### src/rtl/i2c_reg_bank.sv
// Application-side register bank for the I2C slave: eight config registers,
// a free-running timestamp with atomic two-byte read, status change interrupts and an ID.
module i2c_reg_bank #(
  parameter logic [7:0]  CHIP_ID   = 8'hA5,
  parameter logic [63:0] CFG_RESET = 64'h0
) (
  input  logic        clk,
  input  logic        rst,
  input  logic        rw,
  input  logic [7:0]  addr,
  input  logic        wen,
  input  logic [7:0]  wdata,
  input  logic        rdata_used,
  output logic [7:0]  rdata,
  input  logic [7:0]  status_i,
  output logic [63:0] cfg,
  output logic        irq
);

  localparam logic [7:0] ADDR_TS_LO = 8'h08;
  localparam logic [7:0] ADDR_TS_HI = 8'h09;
  localparam logic [7:0] ADDR_CTRL  = 8'h0A;
  localparam logic [7:0] ADDR_STAT  = 8'h0B;
  localparam logic [7:0] ADDR_MASK  = 8'h0C;
  localparam logic [7:0] ADDR_PEND  = 8'h0D;
  localparam logic [7:0] ADDR_ID    = 8'h0F;

  logic [15:0] ts;
  logic        ts_en;
  logic [7:0]  ts_hold;
  logic [7:0]  ts_shadow;
  logic [7:0]  status_q;
  logic [7:0]  irq_mask;
  logic [7:0]  pending;
  logic [7:0]  rd_next;
  logic [7:0]  pend_set;
  logic [7:0]  pend_clr;

  logic wr_cfg;
  logic wr_ctrl;
  logic wr_mask;
  logic wr_pend;
  logic ts_lo_sel;

  // The slave's direction flag carries no information the decode needs.
  logic unused_rw;
  assign unused_rw = rw;

  assign wr_cfg    = wen && (addr[7:3] == 5'd0);
  assign wr_ctrl   = wen && (addr == ADDR_CTRL);
  assign wr_mask   = wen && (addr == ADDR_MASK);
  assign wr_pend   = wen && (addr == ADDR_PEND);
  assign ts_lo_sel = (addr == ADDR_TS_LO);

  always_ff @(posedge clk) begin
    if (rst) begin
      cfg <= CFG_RESET;
    end else if (wr_cfg) begin
      cfg[{addr[2:0], 3'b000} +: 8] <= wdata;
    end
  end

  // Clear has priority over counting; the enable bit lands in the same write.
  always_ff @(posedge clk) begin
    if (rst) begin
      ts    <= 16'h0000;
      ts_en <= 1'b1;
    end else begin
      if (wr_ctrl) begin
        ts_en <= wdata[0];
      end
      if (wr_ctrl && wdata[1]) begin
        ts <= 16'h0000;
      end else if (ts_en) begin
        ts <= ts + 16'd1;
      end
    end
  end

  // ts_hold is captured alongside the low byte, so the shadow pairs with the byte actually sent.
  always_ff @(posedge clk) begin
    if (rst) begin
      ts_hold   <= 8'h00;
      ts_shadow <= 8'h00;
    end else begin
      if (ts_lo_sel) begin
        ts_hold <= ts[15:8];
      end
      if (ts_lo_sel && rdata_used) begin
        ts_shadow <= ts_hold;
      end
    end
  end

  assign pend_set = status_q ^ status_i;
  assign pend_clr = wr_pend ? wdata : 8'h00;

  always_ff @(posedge clk) begin
    if (rst) begin
      status_q <= 8'h00;
      irq_mask <= 8'h00;
      pending  <= 8'h00;
      irq      <= 1'b0;
    end else begin
      status_q <= status_i;
      if (wr_mask) begin
        irq_mask <= wdata;
      end
      pending <= (pending & ~pend_clr) | pend_set;
      irq     <= |(pending & irq_mask);
    end
  end

  always_comb begin
    rd_next = 8'h00;
    case (addr)
      8'h00, 8'h01, 8'h02, 8'h03,
      8'h04, 8'h05, 8'h06, 8'h07: rd_next = cfg[{addr[2:0], 3'b000} +: 8];
      ADDR_TS_LO:                 rd_next = ts[7:0];
      ADDR_TS_HI:                 rd_next = ts_shadow;
      ADDR_CTRL:                  rd_next = {7'd0, ts_en};
      ADDR_STAT:                  rd_next = status_q;
      ADDR_MASK:                  rd_next = irq_mask;
      ADDR_PEND:                  rd_next = pending;
      ADDR_ID:                    rd_next = CHIP_ID;
      default:                    rd_next = 8'h00;
    endcase
  end

  always_ff @(posedge clk) begin
    if (rst) begin
      rdata <= 8'h00;
    end else begin
      rdata <= rd_next;
    end
  end

endmodule

### config.mk
export PLATFORM = sky130hd
export DESIGN_NAME = i2c_reg_bank
export DESIGN_NICKNAME = d
export VERILOG_FILES = /design/src/rtl/i2c_reg_bank.sv
export SDC_FILE = /design/constraint.sdc
export NUM_CORES = 1
export LEC_CHECK = 0
export CAP_MARGIN = 20
export CORE_UTILIZATION = 55
export CTS_CLUSTER_DIAMETER = 120
export DETAILED_ROUTE_END_ITERATION = 8
export MAX_ROUTING_LAYER = met4
export PLACE_DENSITY = 0.93
export SLEW_MARGIN = 5
export SYNTH_ARGS = -nofsm -noshare
export SYNTH_HDL_FRONTEND = slang
export SYNTH_SLANG_ARGS = --single-unit
### constraint.sdc
create_clock -name clk -period 6.7 [get_ports clk]
set_clock_uncertainty 0.15 [all_clocks]
set_input_delay 1.005 -clock clk [delete_from_list [all_inputs] [get_ports clk]]
set_output_delay 1.005 -clock clk [all_outputs]
set_load 0.01 [all_outputs]
==> results.rst <==
.. list-table::
   :header-rows: 1

   * - Metric
     - Value
   * - Commonest cells in the synthesized netlist
     - sky130_fd_sc_hd__dfxtp_1, sky130_fd_sc_hd__nor2_1, sky130_fd_sc_hd__nand2_1
   * - Number of max-capacitance violations reported
     - 0
   * - Number of DRC violations after detailed-routing iteration 0
     - roughly 870
   * - Critical path's largest stage delay
     - 0.93 ns
   * - Layout Utilization
     - between 70% and 80%
   * - Residual overflow from global routing
     - 0
   * - Vias per std cell
     - roughly 6.7
   * - Number of placement rows
     - 37
   * - Area Growth Syn to Fin
     - 27.9%
   * - Path length in cells of the critical path
     - 9
   * - Total buffers and inverters traversed by the critical path
     - 3
   * - Power consumption
     - 1.89 mW
   * - Kind of start point of the critical path
     - primary input
   * - Number of buffers created by CTS
     - 17
   * - Launch instance of the worst min-delay path
     - cfg[63]
   * - Wire length of the first global-routing pass
     - 30.2 mm
   * - Biggest fanout along the worst timing path
     - 23
   * - Part of the Yosys area used for sequential elements
     - between 40% and 50%
   * - Pin slew with the least headroom to its limit
     - 1.16 ns
   * - Vertical die dimension
     - between 100 and 150 um
   * - # DRC
     - 28
   * - Total standard cell area after synthesis
     - around 6000 sq um
   * - Via count of the first global-routing pass
     - 5632
   * - Pre-CTS WS
     - around 1.8 ns
   * - # IOs
     - around 100
   * - Count of clock tree sinks
     - 130
   * - All-layer global routing usage
     - 36.8%
   * - Number of fill cells in the layout
     - slightly below 700
   * - Avg Inst Size Synth
     - 9.34 sq um
   * - Count of instances resized after the clock tree is built
     - 0
   * - Number of unique standard cell types used by synthesis
     - 47
   * - Crit share post-route
     - a little over two thirds
   * - Worst IR Drop VDD
     - 0.176 mV
   * - Most used standard cell by instance count after synthesis
     - sky130_fd_sc_hd__dfxtp_1
   * - Maximum number of pins on one net before global-route repair
     - 87
   * - Final hold viol count
     - 0
   * - Critical path's most frequent cell
     - sky130_fd_sc_hd__ha_1
   * - Placeable core area
     - around 10000 sq um
   * - Delay-heaviest family, CP
     - simple AND/OR/NAND/NOR gates
   * - Clock latency at the later pin of the worst-skew pair
     - roughly 0.54 ns
   * - Endpoint kind of the worst setup timing path
     - flop
   * - Crit path setup slack, layout
     - around 2.0 ns
   * - Register-to-register path setup slack
     - 4.31 ns
   * - Post-route ant nets
     - 0
   * - Antenna violations before repair
     - 0
   * - Worst Hold Class
     - reg -> reg
   * - Post-synth top area cell
     - sky130_fd_sc_hd__dfxtp_1
   * - Crit-path cells
     - clkdlybuf4s50_1, buf_4, inv_1, ha_1, ha_1, nor4b_2, nand4_1, nand2_1, a21oi_1
   * - Reg2reg end
     - ts[15]
   * - Worst rel slew slack
     - between 20% and 30%
   * - Horizontal die dimension
     - about 110 um
   * - WL/cell
     - between 20 and 25 um
   * - Power per Cell Area
     - 251 nW/um^2
   * - Outcome
     - finished, violations left
   * - Cell leakage power
     - ~2.8 nW
   * - Max Transition Viols Final
     - 0
   * - Number of buffer cells added on primary ports
     - 100
   * - Share of post-route cells with drive strength above 1
     - 8.40%
   * - Maximum clock insertion buffer count
     - 2
   * - Number of flip-flops and latches in the synthesized netlist
     - between 100 and 150
   * - DPL Wire Length
     - roughly 12 mm
   * - Most common flop cell mapped by yosys
     - sky130_fd_sc_hd__dfxtp_1
   * - RSZ-0062 raised after global routing
     - no
   * - Aggregate routed wire length
     - between 15 and 20 mm
   * - Share of Yosys cell area claimed by the top area cell type
     - between 40 and 50%
   * - Share of flip-flops with an asynchronous set or reset after synthesis
     - 0%
   * - Maximum level of the CTS H-tree
     - 4
   * - Shortest clock period the worst path allows after layout
     - between 4 and 5 ns
   * - Critical R2R Launch
     - ts_en
   * - EDFF count, synth
     - 0
   * - Critical Path RT
     - around 6.9 ns
   * - Arrival time reported for the critical path endpoint
     - between 4 and 5 ns
   * - Worst R2R Path Depth
     - 4
   * - Standard cell with the maximum stage delay on the critical path
     - sky130_fd_sc_hd__nor4b_2
   * - Cell types occupying the most area after synthesis
     - sky130_fd_sc_hd__dfxtp_1, sky130_fd_sc_hd__mux2i_1, sky130_fd_sc_hd__mux4_2
   * - Buffers inserted during post-CTS setup optimization
     - 0
   * - Number of vias after detailed routing
     - 5736
   * - Max frequency
     - 0.211 GHz
   * - Worst hold path depth
     - 2
   * - Yosys synthesis warning count
     - 0
   * - Diode count
     - 0
   * - Routability-driven placement congestion ratio
     - around 0.90
   * - Die footprint
     - between 10000 and 15000 sq um
   * - Master cell of the clock root buffer
     - sky130_fd_sc_hd__clkbuf_8
   * - Clock transition at the registers of the reported paths
     - 0.06 ns
   * - Hold bufs inserted after CTS
     - 0
   * - Endpoints failing setup
     - 0
   * - Hold worst-path end
     - cfg[63]
   * - Aggregate negative setup slack
     - 0 ns
   * - Starting Density
     - a little under three fifths
   * - CTS tree
     - built
   * - Category of the most critical setup path
     - in -> reg
   * - Violated checks
     - DRC
   * - Count of mapped cells out of synthesis
     - roughly 630
   * - Initial DRT Pass Iterations
     - 9
   * - Number of nets in the synthesized netlist
     - between 600 and 700
   * - Final layout net count
     - about 750
report_power, final:
group          switching [mW]  total, mW  internal [mW]
clock network           0.346      0.974          0.628
registers             0.00990      0.792          0.783
logic                  0.0794      0.123         0.0437
metal layers:
layer	global-route usage, %	routed length [um]
met5	-	0
met2	56.5	8820
met4	21.5	1200
met3	10.5	2370
met1	43.2	7110
sequential cells by signal, summed over array words and instances (netlist names):
register,cells
cfg,64
ts,16
irq_mask,8
pending,8
rdata,8
status_q,8
ts_hold,8
ts_shadow,8
irq,1
ts_en,1
logic make-up after synthesis:
family | after synthesis | synth area share [%]
xor gates and xnor gates | 22 | 3.27
muxes | 74 | 16.0
and+or+nand+nor | 265 | 22.6
DFF | 130 | 44.1
adders and majority gates | 6 | 1.27
buffers and inverters | 49 | 3.57
AOI/OAI and AO/OA | 85 | 9.21
worst min-delay path: stages, from the launching register on:
cell and delay, ns:
sky130_fd_sc_hd__dfxtp_1 0.33, sky130_fd_sc_hd__nand2_1 0.06, sky130_fd_sc_hd__a21oi_1 0.05
cell type report:
type | instances | area, sq um | share of cell area [%]
clock buffers | 25 | 504 | 6.69
clock inverters | 7 | 120 | 1.59
inverters | 6 | 22.5 | 0.299
multi-input cells | 452 | 3080 | 40.9
flip-flops and latches | 130 | 2600 | 34.5
well taps | 136 | 170 | 2.26
repair buffers | 106 | 1040 | 13.8
how the worst max path moves through the flow:
stage / start / end / slack [ns]
after floorplan: addr[1] / cfg[32] / 3.14
after global placement: addr[0] / cfg[32] / 2.14
after detailed placement: addr[0] / cfg[33] / 1.81
after CTS: addr[0] / cfg[33] / 2.17
after global routing: addr[0] / cfg[38] / 1.87
final: addr[0] / cfg[33] / 1.96
layout by cell type, fill, tap and decap left out, drive strengths merged, types with 9 or more instances in the layout:
cell type      Yosys  layout
clkbuf            34      26
nand3             53      53
xor2              12      12
a21oi             41      41
clkdlybuf4s50      0      99
dfxtp            130     130
nor3               9       9
xnor2             10      10
nor2b             24      24
mux4              16      16
nand4             12      12
nor2              75      75
mux2i             58      58
o21ai             11      11
nand2             60      60
through the flow:
step / hold WS [ns] / cells / instance area (sq um)
2_1_floorplan: 0.307 / 631 / 5900
3_3_place_gp: 0.311 / 829 / 6910
3_5_place_dp: 0.321 / 829 / 6910
4_1_cts: 0.330 / 861 / 7540
5_1_grt: 0.360 / 862 / 7540
6_report: 0.334 / 862 / 7540
(Power assumes the default switching activity.)
